File: config.mk
export PLATFORM = sky130hd
export DESIGN_NAME = sipo_deframer
export DESIGN_NICKNAME = d
export VERILOG_FILES = /design/src/rtl/sipo_deframer.sv
export SDC_FILE = /design/constraint.sdc
export NUM_CORES = 1
export LEC_CHECK = 0
export ABC_AREA = 1
export ABC_CLOCK_PERIOD_IN_PS = 1450
export BUFFER_PORTS_ARGS = -buffer_cell sky130_fd_sc_hd__buf_2
export CAP_MARGIN = 5
export CORE_AREA = 2 2 39 41
export CTS_BUF_LIST = sky130_fd_sc_hd__clkbuf_8
export DETAILED_ROUTE_END_ITERATION = 16
export DIE_AREA = 0 0 41 43
export GPL_TIMING_DRIVEN = 1
export HOLD_SLACK_MARGIN = 0.1
export PLACE_DENSITY = 0.6
export SLEW_MARGIN = 15
export SYNTH_ARGS = -nofsm -noshare
export SYNTH_HDL_FRONTEND = slang
export SYNTH_SLANG_ARGS = --single-unit
File: constraint.sdc
create_clock -name clk -period 1.45 [get_ports clk]
set_input_delay 0.0725 -clock clk [delete_from_list [all_inputs] [get_ports clk]]
set_output_delay 0.0725 -clock clk [all_outputs]
set_load 0.03 [all_outputs]
File: src/rtl/sipo_deframer.sv
// rtl/sipo_deframer.sv - serial-in parallel-out deframer with valid/ready output and overrun flag
//
// Rebuilds WIDTH-bit words from an MSB-first serial stream. Bits are shifted
// in on edges with bit_en, a bit counter locates word boundaries, and each
// completed word is presented on a registered valid/ready output. A word that
// completes while the previous one is still unconsumed is dropped and the
// sticky overrun flag is raised.
//
// Ports:
//   clk      - rising-edge clock
//   rst_n    - asynchronous active-low reset
//   sin      - serial data bit, MSB first
//   bit_en   - sin carries a valid bit this cycle
//   frame    - word-boundary marker (with bit_en: first bit of a new word;
//              without bit_en: discard the partial word)
//   ready    - consumer accepts dout this cycle
//   clr_ovr  - synchronous clear of overrun
//   dout     - assembled word
//   valid    - dout holds an unconsumed word
//   overrun  - sticky, a completed word was dropped
//   bit_cnt  - bits collected in the current partial word
module sipo_deframer #(
    parameter int WIDTH = 4
) (
    input  logic                     clk,
    input  logic                     rst_n,
    input  logic                     sin,
    input  logic                     bit_en,
    input  logic                     frame,
    input  logic                     ready,
    input  logic                     clr_ovr,
    output logic [WIDTH-1:0]         dout,
    output logic                     valid,
    output logic                     overrun,
    output logic [$clog2(WIDTH):0]   bit_cnt
);

    localparam int CW = $clog2(WIDTH) + 1;
    localparam logic [CW-1:0] LAST_BIT = CW'(WIDTH - 1);

    // Only the WIDTH-1 oldest bits need storing; the final bit of a word
    // comes straight from sin on the completing edge.
    logic [WIDTH-2:0] shreg_q, shreg_d;
    logic [CW-1:0]    bit_cnt_q, bit_cnt_d;
    logic [WIDTH-1:0] dout_q, dout_d;
    logic             valid_q, valid_d;
    logic             overrun_q, overrun_d;

    logic [WIDTH-1:0] word;
    logic             complete;

    always_comb begin
        shreg_d   = shreg_q;
        bit_cnt_d = bit_cnt_q;
        dout_d    = dout_q;
        valid_d   = valid_q;
        overrun_d = overrun_q;
        complete  = 1'b0;
        word      = {shreg_q, sin};

        // Bit capture and framing
        if (bit_en) begin
            if (frame) begin
                // Restart: this bit is the MSB of a fresh word
                shreg_d    = '0;
                shreg_d[0] = sin;
                bit_cnt_d  = CW'(1);
            end else if (bit_cnt_q == LAST_BIT) begin
                complete  = 1'b1;
                shreg_d   = word[WIDTH-2:0];
                bit_cnt_d = '0;
            end else begin
                shreg_d   = word[WIDTH-2:0];
                bit_cnt_d = bit_cnt_q + CW'(1);
            end
        end else if (frame) begin
            shreg_d   = '0;
            bit_cnt_d = '0;
        end

        // Clear first so that a same-edge drop below wins
        if (clr_ovr) begin
            overrun_d = 1'b0;
        end

        // Output register
        if (complete && (!valid_q || ready)) begin
            dout_d  = word;
            valid_d = 1'b1;
        end else if (complete) begin
            overrun_d = 1'b1;
        end else if (ready) begin
            valid_d = 1'b0;
        end
    end

    always_ff @(posedge clk or negedge rst_n) begin
        if (!rst_n) begin
            shreg_q   <= '0;
            bit_cnt_q <= '0;
            dout_q    <= '0;
            valid_q   <= 1'b0;
            overrun_q <= 1'b0;
        end else begin
            shreg_q   <= shreg_d;
            bit_cnt_q <= bit_cnt_d;
            dout_q    <= dout_d;
            valid_q   <= valid_d;
            overrun_q <= overrun_d;
        end
    end

    assign dout    = dout_q;
    assign valid   = valid_q;
    assign overrun = overrun_q;
    assign bit_cnt = bit_cnt_q;

endmodule

Word level (Yosys, flattened, before mapping):

Index checks and enable logic that the tools add are counted.

* bits of input ports: 7
* register bits after elaboration: 12
* output and inout bits: 9
* logic and storage cells: 29

* add/sub/neg operators: 1
* equality and inequality tests: 2
* multiplexer cells: 15
* reductions and logical operators: 6

Operators with widths (number)
* 3-bit 2-to-1 mux: 6
* 1-bit 2-to-1 mux: 9
* 2-bit nonzero test: 2
* 3-bit by 1-bit adder with 3-bit output, second input constant: 1
* 3-bit by 2-bit equality test with 1-bit output, second input constant: 1
* 2-bit by 1-bit inequality test with 1-bit output, second input constant: 1
* 2-bit AND reduction: 1
* 1-bit logical AND: 1
* 1-bit zero test: 1
* 1-bit logical OR: 1

Longest topological paths before layout:

* word-level depth: 7
* gate-level depth with buffers: 6
* depth with buffers taken out: 6

Least setup slack after synthesis:

Ideal clock, no wire load.

* kind: flip-flop to flip-flop
* start point: register bit_cnt_q[0] (netlist: bit_cnt[0])
* end point: register dout_q[0] (netlist: dout[0])
* setup time: 118 ps
* buffers on the path: 0
* clock period less this slack: 1251 ps
* cell stages (with the launch flop): 7
* required time: 1332 ps
* setup slack: 199 ps
* data arrival time: 1134 ps
* path through: dfrtp_1 > ha_1 > inv_1 > nor2_1 > nand3_2 > nand2_1 > nand2_1

* longest elaborated chain between the ends: 5

RTL lines
* start, declared: RTL line 44 `logic [CW-1:0] bit_cnt_q, bit_cnt_d;`
* start signal, assigned: RTL line 106 `bit_cnt_q <= bit_cnt_d;`
* 3-bit by 2-bit equality test with 1-bit output: RTL line 68 `end else if (bit_cnt_q == LAST_BIT) begin`
* 1-bit 2-to-1 mux: RTL line 68
* 1-bit 2-to-1 mux: RTL line 63 `if (frame) begin`
* 1-bit 2-to-1 mux: RTL line 62 `if (bit_en) begin`
* 1-bit logical AND: RTL line 87 `if (complete && (!valid_q || ready)) begin`
* end signal, assigned: RTL line 107 `dout_q <= dout_d;`
* end, declared: RTL line 45 `logic [WIDTH-1:0] dout_q, dout_d;`

No other way between the ends.
A chain may end at the register's enable or synchronous reset.

Worst setup path in the final report:

* start point: input port frame
* end point: register dout_q[2] (netlist: dout[2])

* longest elaborated chain between the ends: 3

RTL lines
* start, declared: RTL line 29 `input logic frame,`
* 1-bit 2-to-1 mux: RTL line 63
* 1-bit 2-to-1 mux: RTL line 62
* 1-bit logical AND: RTL line 87

No other way between the ends.

==> run_results.csv <==
group,metric,value,unit
run_status,status,"completed",
run,max-cap-violations,0,
placement,postPlaceCellArea,619.3,sq um
setup_path,cp_num_buf_inv,3,
layout,num-nets-final,90,
drt,drt_iter0_markers,3,
worst_hold_path,holdPathStages,2,
synthesis,syn-cell-area,524.3,sq um
setup_path,cp-start-kind,"primary input",
cts,cts-root-buf,"clkbuf_8",
layout,final_common_cell,"nand2_1",
placement,place_congestion,0.6742,
drt,vias,431,
drt,drt-vias-per-instance,4.490,
drt,remaining_drc_errors,0,
setup_path,cp_cell_sequence,"dlygate4sd3_1 > buf_2 > inv_1 > nand2_1 > nor2_4 > nand3_1 > nand2_1",
synthesis,yosysSeqAreaShare,57.28,%
synthesis,syn_nets,66,
die,io_pins,16,
setup_path,rrSetupSlack,0.34,ns
power,leakagePower,0.3872,nW
drt,postRouteAntennaNets,0,
synthesis,synth_cell_type_count,14,
sta,setup_violations,0,
setup_path,crit_fanout,5,
setup_path,timing.rr.start,"bit_cnt[0]",
placement,place_hpwl,737.4,microns
grt,antenna_found_initial,0,
sta,slew_viol_final,0,
die,initial_utilization,37.88,%
drt,firstDrtPassIters,2,
drt,routed_wl,982,microns
setup_path,worstPathArrival,1.31,ns
grt,grt_pass1_vias,389,
cts,clkTransAtPathRegs,0.05,ns
cts,numCtsBuffers,3,
layout,antennaDiodeCount,0,
layout,area_growth,33.65,%
placement,portBuffers,15,
sta,timing.final.crit_share,78.39,%
sta,slew_headroom,81.61,%
die,die_x,41,microns
setup_path,reg2reg_to,"dout[1]",
layout,drive_gt1_share,27.50,%
die,die_h,43,microns
setup_path,critPathSlowestCell,"dlygate4sd3_1",
synthesis,syn_inst,58,
setup_path,required,1.62,ns
die,std_cell_rows,14,
setup_path,crit_path_end_kind,"flop",
sta,finalHoldViolations,0,
cts,cts_buffer_depth,2,
cts,cts_sinks,12,
sta,worstMarginPinSlew,0.2759,ns
worst_hold_path,hold_class,"primary input to flop",
setup_path,slowest_delay,0.53,ns
die,core_region_area,0.001384,sq mm
setup_path,path_common_cell,"nand2_1",
sta,fmax,879.7,MHz
cts,cts_tree,"done",
layout,fin_area,700.7,sq um
drt,wire_per_inst,10.23,microns
grt,grt_start_max_net_pins,13,
power,peakVddDrop,0.0005895,V
grt,grt_pass1_wl,1.593,mm
sta,rsz0062_at_grt,"false",
cts,worst_skew_pair.late_latency,0.23,ns
setup_path,path_class,"primary input to flop",
layout,final_cell_mix,"nand2_1 (18), buf_2 (15), dfrtp_1 (12), inv_1 (8), nand3_1 (7)",
sta,finalCriticalPeriod,1.137,ns
die,die_area,0.001763,sq mm
grt,grt_overflow,0,
synthesis,ys_warn_count,0,
power,p_per_area,1235,mW/mm^2
synthesis,ys_seq_elements,12,
setup_path,cp_top_family,"buffers and inverters",
grt,grt_usage,13.85,%
sta,fin_setup_tns,0,ns
worst_hold_path,hp-start,"bit_en",
sta,finClkSkew,0.001518,ns
cts,htree_levels,1,
setup_path,r2r_cells,6,
worst_hold_path,worstHoldEndpoint,"bit_cnt[2]",
synthesis,syn-mean-instance-area,9.039,sq um
==> kinds of logic (layout without fill, tap and decap cells) <==
kind of cell               Yosys count  count (layout)  share of synthesized area (%)
DFF                                 12              12                          57.28
AOI/OAI and AO/OA                    7               7                          7.399
adders and majority gates            1               1                          2.386
buffers and inverters                9              31                          6.443
and+or+nand+nor                     29              29                          26.49
==> cell type report <==
type	count	area, sq um
Fill cell	139	683.2
Clock buffer	3	41.29
Timing Repair Buffer	19	115.1
Tap cell	16	20.02
Inverter	9	33.78
Sequential cell	12	300.3
Multi-Input combinational cell	37	190.2
==> what timing repair did <==
action | 4_1_cts | 5_1_grt
hold endpoints to repair | 16 | 0
buffers inserted | 0 | 0
resized for setup | 0 | 0
hold buffers | 4 | 0
==> where the power goes <==
group          internal [mW]  leakage (nW)  switching, mW
sequential             0.371         0.160         0.0195
clock                  0.182        0.0216          0.110
combinational         0.0575         0.206          0.126
==> metrics by stage <==
stage               hold WS [ns]  cells  setup WS (ns)  utilization (%)  power [mW]
floorplan                -0.2231     58         0.1985                -      0.5117
global placement        -0.03821     89         0.3694            44.76      0.5728
detailed placement      -0.03468     89         0.3345            44.76      0.5732
CTS                       0.1038     96         0.3222            50.63      0.8777
global route              0.1310     96         0.1963            50.63      0.9053
finish                    0.1056     96         0.3133            50.63      0.8654
==> per-layer routing <==
layer	vias to the layer above	global-route usage [%]	share of wire (%)
li1	230	-	-
met1	181	19.53	49
met2	15	17.81	41
met3	5	3.141	6.5
met4	0	10.00	3.5
met5	-	0	0
==> synthesized netlist by cell type, drive strengths merged <==
master | instances | area [sq um]
nand2 | 18 | 67.56
dfrtp | 12 | 300.3
inv | 9 | 33.78
nand3 | 8 | 45.04
nor2 | 3 | 26.27
o21ai | 3 | 15.01
a21oi | 2 | 10.01
a211oi | 1 | 7.510
ha | 1 | 12.51
o22ai | 1 | 6.260
==> worst max path at each step <==
stage / startpoint / end / slack (ns) / cells after the start
6_report: frame / dout[2] / 0.31 / 7
5_1_grt: frame / dout[3] / 0.20 / 7
4_1_cts: frame / dout[3] / 0.32 / 7
3_5_place_dp: bit_cnt[0] / dout[1] / 0.33 / 6
3_3_place_gp: bit_cnt[0] / dout[1] / 0.37 / 6
2_1_floorplan: bit_cnt[0] / dout[0] / 0.20 / 6
==> state kept, by name, summed over array words and instances (netlist names) <==
| name | cells |
|---|---|
| valid | 1 |
| dout | 4 |
| shreg_q | 3 |
| overrun | 1 |
| bit_cnt | 3 |
No activity file was read; power rests on OpenSTA's default activity.
